==> src/rtl/khoi_tinh_toan_tuantu.sv <==
// Multi-cycle W-bit ALU: add/sub in one step, shift-add multiply, restoring divide.
// Define DIV0_ERR_EN to short-circuit divide-by-zero and report it on err.
module khoi_tinh_toan_tuantu #(
    parameter int W = 8
) (
    input  logic         clk,
    input  logic         rst_n,
    input  logic         start,
    input  logic [1:0]   op,
    input  logic [W-1:0] a,
    input  logic [W-1:0] b,
    input  logic         cin,
    output logic         busy,
    output logic         done,
    output logic [W-1:0] g,
    output logic [W-1:0] du,
    output logic         ovf
`ifdef DIV0_ERR_EN
    ,
    output logic         err
`endif
);

    localparam int CW = $clog2(W + 1);

    typedef enum logic [2:0] {
        IDLE   = 3'd0,
        ADDSUB = 3'd1,
        MUL    = 3'd2,
        DIV    = 3'd3,
        DONE   = 3'd4
    } state_t;

    state_t         state;
    logic [W-1:0]   ra;
    logic [W-1:0]   rb;
    logic [1:0]     rop;
    logic           rcin;
    logic [CW-1:0]  cnt;
    logic [2*W-1:0] acc;

    logic [W:0]     add_res;
    logic [W:0]     sub_res;
    logic [W:0]     mul_sum;
    logic [2*W-1:0] mul_next;
    logic [W:0]     div_sh;
    logic [W:0]     div_diff;
    logic [2*W-1:0] div_next;
    logic           div0;

    assign add_res = {1'b0, ra} + {1'b0, rb} + {{W{1'b0}}, rcin};
    assign sub_res = {1'b0, ra} - {1'b0, rb} - {{W{1'b0}}, rcin};

    // acc = {partial high half, remaining multiplier bits}
    assign mul_sum  = {1'b0, acc[2*W-1:W]} + (acc[0] ? {1'b0, ra} : {(W+1){1'b0}});
    assign mul_next = {mul_sum, acc[W-1:1]};

    // acc = {partial remainder, dividend bits still to consume / quotient bits}
    assign div_sh   = acc[2*W-1:W-1];
    assign div_diff = div_sh - {1'b0, rb};
    assign div_next = div_diff[W] ? {div_sh[W-1:0], acc[W-2:0], 1'b0}
                                  : {div_diff[W-1:0], acc[W-2:0], 1'b1};

`ifdef DIV0_ERR_EN
    assign div0 = (b == '0);
`else
    assign div0 = 1'b0;
`endif

    always_ff @(posedge clk) begin
        if (!rst_n) begin
            state <= IDLE;
            busy  <= 1'b0;
            done  <= 1'b0;
            g     <= '0;
            du    <= '0;
            ovf   <= 1'b0;
            ra    <= '0;
            rb    <= '0;
            rop   <= 2'b00;
            rcin  <= 1'b0;
            cnt   <= '0;
            acc   <= '0;
`ifdef DIV0_ERR_EN
            err   <= 1'b0;
`endif
        end else begin
            done <= 1'b0;
            unique case (state)
                IDLE, DONE: begin
                    if (start) begin
                        ra   <= a;
                        rb   <= b;
                        rop  <= op;
                        rcin <= cin;
                        cnt  <= CW'(W);
                        busy <= 1'b1;
                        unique case (op)
                            2'b10: begin
                                acc   <= {{W{1'b0}}, b};
                                state <= MUL;
                            end
                            2'b11: begin
                                acc   <= {{W{1'b0}}, a};
                                state <= div0 ? ADDSUB : DIV;
                            end
                            default: begin
                                acc   <= '0;
                                state <= ADDSUB;
                            end
                        endcase
                    end else begin
                        state <= IDLE;
                    end
                end
                ADDSUB: begin
                    unique case (rop)
                        2'b00: begin
                            g   <= add_res[W-1:0];
                            ovf <= add_res[W];
                        end
                        2'b01: begin
                            g   <= sub_res[W-1:0];
                            ovf <= sub_res[W];
                        end
                        default: begin
                            g   <= '0;
                            ovf <= 1'b0;
                        end
                    endcase
                    du    <= '0;
`ifdef DIV0_ERR_EN
                    err   <= (rop == 2'b11);
`endif
                    busy  <= 1'b0;
                    done  <= 1'b1;
                    state <= DONE;
                end
                MUL: begin
                    if (cnt == '0) begin
                        g     <= acc[W-1:0];
                        du    <= '0;
                        ovf   <= |acc[2*W-1:W];
`ifdef DIV0_ERR_EN
                        err   <= 1'b0;
`endif
                        busy  <= 1'b0;
                        done  <= 1'b1;
                        state <= DONE;
                    end else begin
                        acc <= mul_next;
                        cnt <= cnt - 1'b1;
                    end
                end
                DIV: begin
                    if (cnt == '0) begin
                        g     <= acc[W-1:0];
                        du    <= acc[2*W-1:W];
                        ovf   <= 1'b0;
`ifdef DIV0_ERR_EN
                        err   <= 1'b0;
`endif
                        busy  <= 1'b0;
                        done  <= 1'b1;
                        state <= DONE;
                    end else begin
                        acc <= div_next;
                        cnt <= cnt - 1'b1;
                    end
                end
                default: begin
                    busy  <= 1'b0;
                    state <= IDLE;
                end
            endcase
        end
    end

endmodule

==> config.mk <==
export PLATFORM = sky130hd
export DESIGN_NAME = khoi_tinh_toan_tuantu
export DESIGN_NICKNAME = d
export VERILOG_FILES = /design/src/rtl/khoi_tinh_toan_tuantu.sv
export SDC_FILE = /design/constraint.sdc
export NUM_CORES = 1
export LEC_CHECK = 0
export ABC_AREA = 1
export BUFFER_PORTS_ARGS = -buffer_cell sky130_fd_sc_hd__buf_2
export CAP_MARGIN = 20
export CORE_MARGIN = 3
export CORE_UTILIZATION = 50
export CTS_CLUSTER_SIZE = 20
export DETAILED_ROUTE_END_ITERATION = 7
export GPL_ROUTABILITY_DRIVEN = 0
export PLACE_DENSITY = 0.73
export SLEW_MARGIN = 25
export SYNTH_ARGS = -nofsm -noshare
export SYNTH_HDL_FRONTEND = slang
export SYNTH_SLANG_ARGS = --single-unit
==> constraint.sdc <==
create_clock -name clk -period 3.4 [get_ports clk]
set_clock_uncertainty 0.1 [all_clocks]
set_input_delay 0.17 -clock clk [delete_from_list [all_inputs] [get_ports clk]]
set_output_delay 0.17 -clock clk [all_outputs]
set_load 0.05 [all_outputs]
Word-level counts from Yosys, hierarchy flattened

Index checks and enable logic that the tools add are counted.

Memories kept: 0
ROM bits: 0
Register bits after elaboration: 61
Memory bits (writable): 0
Bits in latches: 0
Output and inout bits: 19

Multiply operators: 0
Bitwise operators: 0
Equality and inequality tests: 14
$lt $le $gt $ge: 0
Reduce and logical (&&, ||, !) cells: 16
Muxes and demuxes: 28
Shifts and indexed selects: 0
Div/mod/pow operators: 0
$add $sub $neg: 7

Operators with widths:

| cell                                           | count |
|---|---|
| 2-to-1 mux 16 bit                              | 4 |
| case mux 16 bit (3 select lines)               | 1 |
| case mux 8 bit (2 select lines)                | 3 |
| 2-to-1 mux 8 bit                               | 4 |
| case mux 8 bit (3 select lines)                | 1 |
| adder 8 x 8 -> 9 bit                           | 2 |
| inequality test 2 bit (second input constant)  | 6 |
| adder 9 x 1 -> 9 bit                           | 1 |
| case mux 3 bit (3 select lines)                | 1 |
| subtractor 8 x 8 -> 9 bit                      | 1 |
| subtractor 9 x 1 -> 9 bit                      | 1 |
| subtractor 9 x 8 -> 9 bit                      | 1 |
| 2-to-1 mux 4 bit                               | 2 |
| case mux 4 bit (2 select lines)                | 1 |
| OR reduction 8 bit                             | 1 |
| == test 3 x 2 -> 1 bit (second input constant) | 2 |
| 2-to-1 mux 3 bit                               | 2 |
| case mux 1 bit (2 select lines)                | 3 |
| AND reduction 2 bit                            | 3 |
| AND reduction 3 bit                            | 2 |
| nonzero test 3 bit                             | 2 |
| == test 2 bit (second input constant)          | 2 |
| zero test 4 bit                                | 1 |
| 2-to-1 mux 1 bit                               | 4 |
| other kinds (12)                               | 14 |

Depth between registers and ports, before layout

Depth after elaboration: 4
Depth in mapped cells: 16

Worst setup path before layout

No wires, ideal clock.

Path kind: flip-flop to flip-flop
Start: register rb[0]
End: register g[6]
Slack: 1.217 ns
Cell stages (with the launch flop): 14
Data arrival time: 2.013 ns
Buffers on the path: 0
Clock period less this slack: 2.183 ns
Path through: dfxtp_1 -> inv_1 -> fa_1 -> fa_1 -> inv_1 -> nand2_1 -> nand2_1 -> nand2_1 -> a21oi_1 -> xor2_1 -> nand2_1 -> nand2_1 -> nand2_1 -> a21oi_1

Word-level cells in the longest chain between the ends: 4
Elaborated cells between the ends (all ways): 6

RTL lines:

| what                                                              | RTL line | RTL |
|---|---|---|
| from (decl)                                                       | 36       | `logic [W-1:0] rb;` |
| from (signal assigned)                                            | 79       | `rb <= '0;` |
| from (signal assigned)                                            | 93       | `rb <= b;` |
| subtractor 8 x 8 -> 9 bit or adder 8 x 8 -> 9 bit (tied branches) | 52, 51   |  |
| subtractor 9 x 1 -> 9 bit or adder 9 x 1 -> 9 bit (tied branches) | 52, 51   |  |
| case mux 8 bit (2 select lines) (*)                               | 117      | `unique case (rop)` |
| case mux 8 bit (2 select lines) (*)                               | 89       | `unique case (state)` |
| to (signal assigned)                                              | 119      | `g <= add_res[W-1:0];` |
| to (signal assigned)                                              | 123      | `g <= sub_res[W-1:0];` |
| to (signal assigned)                                              | 141      | `g <= acc[W-1:0];` |
| to (decl)                                                         | 15       | `output logic [W-1:0] g,` |

Mark *: on every way between the ends. The rest lies on a longest branch, timed or not.
A chain may end at the register's enable or synchronous reset.

Worst setup path in the final report

Start: register rb[0]
End: register g[7]

Same word-level chain as after synthesis.

==> metrics.txt <==
# TYPE chip_impl_metric gauge
chip_impl_info{name="outcome",value="finished clean"} 1
chip_impl_metric{name="numPlacedInstances",unit=""} 756
chip_impl_metric{name="post-route-cell-area",unit="um2"} 4773
chip_impl_metric{name="cp_slowest_stage_delay",unit="ps"} 460
chip_impl_metric{name="wl",unit="mm"} 11.98
chip_impl_metric{name="global_route_wire_length_before_repair",unit="mm"} 20.12
chip_impl_info{name="leading_cell_type_in_the_layout_fill_and_taps_excluded",value="inv_1"} 1
chip_impl_metric{name="required",unit="ps"} 3580
chip_impl_metric{name="fin_cells",unit=""} 772
chip_impl_metric{name="setup-violations-final",unit=""} 0
chip_impl_metric{name="worst-slew-pin-transition",unit="ps"} 698.6
chip_impl_metric{name="grt_start_max_net_pins",unit=""} 22
chip_impl_metric{name="cts_setup_buffers",unit=""} 0
chip_impl_metric{name="final.setup.worst_slack",unit="ps"} 949.4
chip_impl_metric{name="layout.filler_cells",unit=""} 828
chip_impl_info{name="holdCritPathClass",value="primary input to flip-flop"} 1
chip_impl_metric{name="detailed_place_hpwl",unit="mm"} 9.136
chip_impl_metric{name="route.detailed.vias_per_inst",unit=""} 5.649
chip_impl_metric{name="layout_stage_area_growth_over_the_synthesis_result",unit="%"} 10.71
chip_impl_metric{name="rows",unit=""} 33
chip_impl_metric{name="synthesis.yosys.warnings",unit=""} 0
chip_impl_metric{name="post_synth_xor_area_fraction",unit=""} 0.01219
chip_impl_metric{name="post_synth_and_or_nand_nor_area_fraction",unit=""} 0.1985
chip_impl_metric{name="first_global_vias",unit=""} 4307
chip_impl_metric{name="path_max_fanout",unit=""} 4
chip_impl_metric{name="drt_first_pass_iters",unit=""} 5
chip_impl_metric{name="slew_headroom",unit=""} 0.5331
chip_impl_metric{name="finalWorstPathRequiredPeriod",unit="ps"} 2451
chip_impl_info{name="timing.hold.worst.start",value="cin"} 1
chip_impl_metric{name="cts_max_path_bufs",unit=""} 2
chip_impl_info{name="rsz0062_at_grt",value="false"} 1
chip_impl_metric{name="clock_latency",unit="ps"} 340
chip_impl_metric{name="distinct_cell_type_count_after_synthesis",unit=""} 43
chip_impl_metric{name="route.vias.total",unit=""} 4361
chip_impl_metric{name="synth.mux.area_fraction",unit=""} 0
chip_impl_info{name="timing.critical_path.slowest_stage_cell",value="fa_1"} 1
chip_impl_metric{name="wl_per_cell",unit="um"} 15.52
chip_impl_info{name="setup.worst_path.class",value="flip-flop to flip-flop"} 1
chip_impl_metric{name="drt-initial-drc-count",unit=""} 308
chip_impl_info{name="critical_path_cell_list",value="inv_1 -> fa_1 -> ha_1 -> inv_1 -> o21ai_0 -> nand3_1 -> nand3_1 -> nand2_1 -> o21ai_0 -> nand2_1 -> a21oi_1"} 1
chip_impl_metric{name="die_extent_in_y",unit="um"} 98.86
chip_impl_metric{name="clkSlewWorstSetupHoldPaths",unit="ps"} 80
chip_impl_metric{name="drc",unit=""} 0
chip_impl_metric{name="placedInstanceArea",unit="um2"} 4558
chip_impl_metric{name="synth_compound_area_frac",unit=""} 0.2336
chip_impl_metric{name="postCtsResizedCells",unit=""} 0
chip_impl_metric{name="htree_levels",unit=""} 3
chip_impl_metric{name="final.period_utilization",unit=""} 0.7208
chip_impl_info{name="type_of_destination_of_the_critical_path",value="flip-flop"} 1
chip_impl_metric{name="syn_inst",unit=""} 626
chip_impl_metric{name="worst-endpoint-arrival",unit="ps"} 2630
chip_impl_metric{name="synth.net_count",unit=""} 693
chip_impl_info{name="post_synthesis_cell_type_with_the_largest_combined_area",value="dfxtp_1"} 1
chip_impl_info{name="worstReg2RegStart",value="rb[0]"} 1
chip_impl_metric{name="synth_area",unit="um2"} 4312
chip_impl_info{name="crit_family",value="adder cells"} 1
chip_impl_metric{name="pre_cts_slack",unit="ps"} 1037
chip_impl_metric{name="cts-buffers-inserted",unit=""} 9
chip_impl_metric{name="grt_util_all_layers",unit=""} 0.2524
chip_impl_metric{name="cts_hold_repair.buffers",unit=""} 0
chip_impl_metric{name="postSynthRegisterBits",unit=""} 61
chip_impl_metric{name="number_of_placed_i_o_pins",unit=""} 41
chip_impl_metric{name="fin_worst_hold_slack",unit="ps"} 4.293
chip_impl_metric{name="fmax",unit="GHz"} 0.4081
chip_impl_info{name="tritoncts",value="yes"} 1
chip_impl_metric{name="synth_adder_area_share",unit=""} 0.1410
chip_impl_metric{name="place.port_buffers",unit=""} 40
chip_impl_metric{name="ir_worst_vdd",unit="mV"} 0.2518
chip_impl_metric{name="coreArea",unit="um2"} 8299
chip_impl_metric{name="clock_sinks",unit=""} 61
chip_impl_info{name="timing.critical_path.from",value="rb[0]"} 1
chip_impl_metric{name="synth_seq_area_share",unit=""} 0.2832
chip_impl_metric{name="num_antenna_cells",unit=""} 0
chip_impl_metric{name="finalSetupTns",unit="ps"} 0
chip_impl_metric{name="finalNetCount",unit=""} 729
chip_impl_metric{name="total_count_of_max_transition_violations_in_the_final_report",unit=""} 0
chip_impl_info{name="synth_top_family_by_area",value="compound AO/OA/AOI/OAI gates"} 1
chip_impl_info{name="ys_top_cells_by_area",value="dfxtp_1 (28%), ha_1 (11%), inv_1 (10%)"} 1
chip_impl_metric{name="antenna_violating_nets_post_route",unit=""} 0
chip_impl_metric{name="fp.dieArea",unit="um2"} 9773
chip_impl_metric{name="power_leakage",unit="nW"} 2.502
chip_impl_metric{name="initial_core_util",unit=""} 0.5195
chip_impl_metric{name="p_per_area",unit="nW/um2"} 479.3
chip_impl_metric{name="maxCapViolations",unit=""} 0
chip_impl_metric{name="final_layout_size_suffix_gt1_frac",unit=""} 0.1184
chip_impl_metric{name="synth_top_area_share",unit=""} 0.2832
chip_impl_info{name="clk_root_buffer_cell",value="clkbuf_8"} 1
chip_impl_metric{name="die_w",unit="um"} 98.86
chip_impl_metric{name="grt-ovfl-total",unit=""} 0
chip_impl_metric{name="final-hold-violation-count",unit=""} 0
chip_impl_info{name="highest_count_cells_in_the_layout_ignoring_fill_and_taps",value="inv_1 (120), nand2_1 (114), a21oi_1 (64)"} 1
chip_impl_metric{name="antenna_found_initial",unit=""} 0
chip_impl_info{name="worst_setup_path_start_kind",value="flip-flop"} 1
chip_impl_metric{name="post_synth.cell_area_avg",unit="um2"} 6.888
chip_impl_metric{name="path_buf_inv",unit=""} 2
-- through the flow --
stage / util / power (mW)
4_1_cts: 0.5752 / 2.286
2_1_floorplan: - / 1.399
6_report: 0.5752 / 2.288
3_5_place_dp: 0.5492 / 1.569
5_1_grt: 0.5752 / 2.434
3_3_place_gp: 0.5492 / 1.554
-- cell usage after synthesis (all sizes together) --
cell,number
inv,124
nand2,119
a21oi,65
dfxtp,61
o21ai,59
ha,39
nand3,35
nor2,33
o22ai,28
buf,8
clkbuf,8
fa,6
a22oi,5
a31oi,5
xor2,5
a221oi,4
o21bai,3
or2,3
and2,2
clkinv,2
nand4,2
nor4,2
o211ai,2
o21a,2
a21o,1
o221ai,1
o32ai,1
xnor2,1
-- worst reg2reg max path, cell delays in order, from the launching register on --
cell and delay, ps:
dfxtp_1 400, inv_1 100, fa_1 460, ha_1 310, inv_1 30, o21ai_0 340, nand3_1 160, nand3_1 120
nand2_1 50, o21ai_0 140, nand2_1 70, a21oi_1 120
-- report_power, final --
group / total [mW] / switching [mW] / internal, mW
logic: 0.732 / 0.501 / 0.231
registers: 0.836 / 0.0578 / 0.778
clock network: 0.719 / 0.306 / 0.413
-- cells by family after synthesis --
family | count (synthesis)
flops | 61
xor+xnor | 6
fa+ha+maj | 45
simple gates | 196
compound gates | 176
buf+inv | 142
-- per-layer routing --
metal  routed length (um)  global-route usage  share of wire
met3                  698             0.04671          0.058
met5                    0                   0              0
met1                 5321              0.3314           0.44
met4                  439              0.1197          0.037
met2                 5520              0.3998           0.46
-- state kept, by name, summed over array words and instances (netlist names) --
signal / count
rop: 2
rb: 8
state: 3
du: 8
g: 8
ovf: 1
busy: 1
done: 1
ra: 8
cnt: 4
acc: 16
rcin: 1
-- cell type report --
| type | instances | area [um2] | share of cell area |
|---|---|---|---|
| clock buffer | 10 | 127.6 | 0.02674 |
| clock inverter | 6 | 87.58 | 0.01835 |
| inverter | 126 | 474.2 | 0.09934 |
| multi-input combinational | 423 | 2524 | 0.5287 |
| sequential | 61 | 1221 | 0.2558 |
| tap | 105 | 131.4 | 0.02752 |
| timing repair buffer | 41 | 207.7 | 0.04351 |
-- worst paths after layout --
kind | to | slack (ps) | cells past startpoint
setup / recovery | g[7] | 950 | 11
setup reg to reg | g[7] | 950 | 11
hold reg to reg | du[7] | 370 | 2
hold / removal | rcin | 4 | 3
Note: power is estimated with default switching activity, not from simulation.
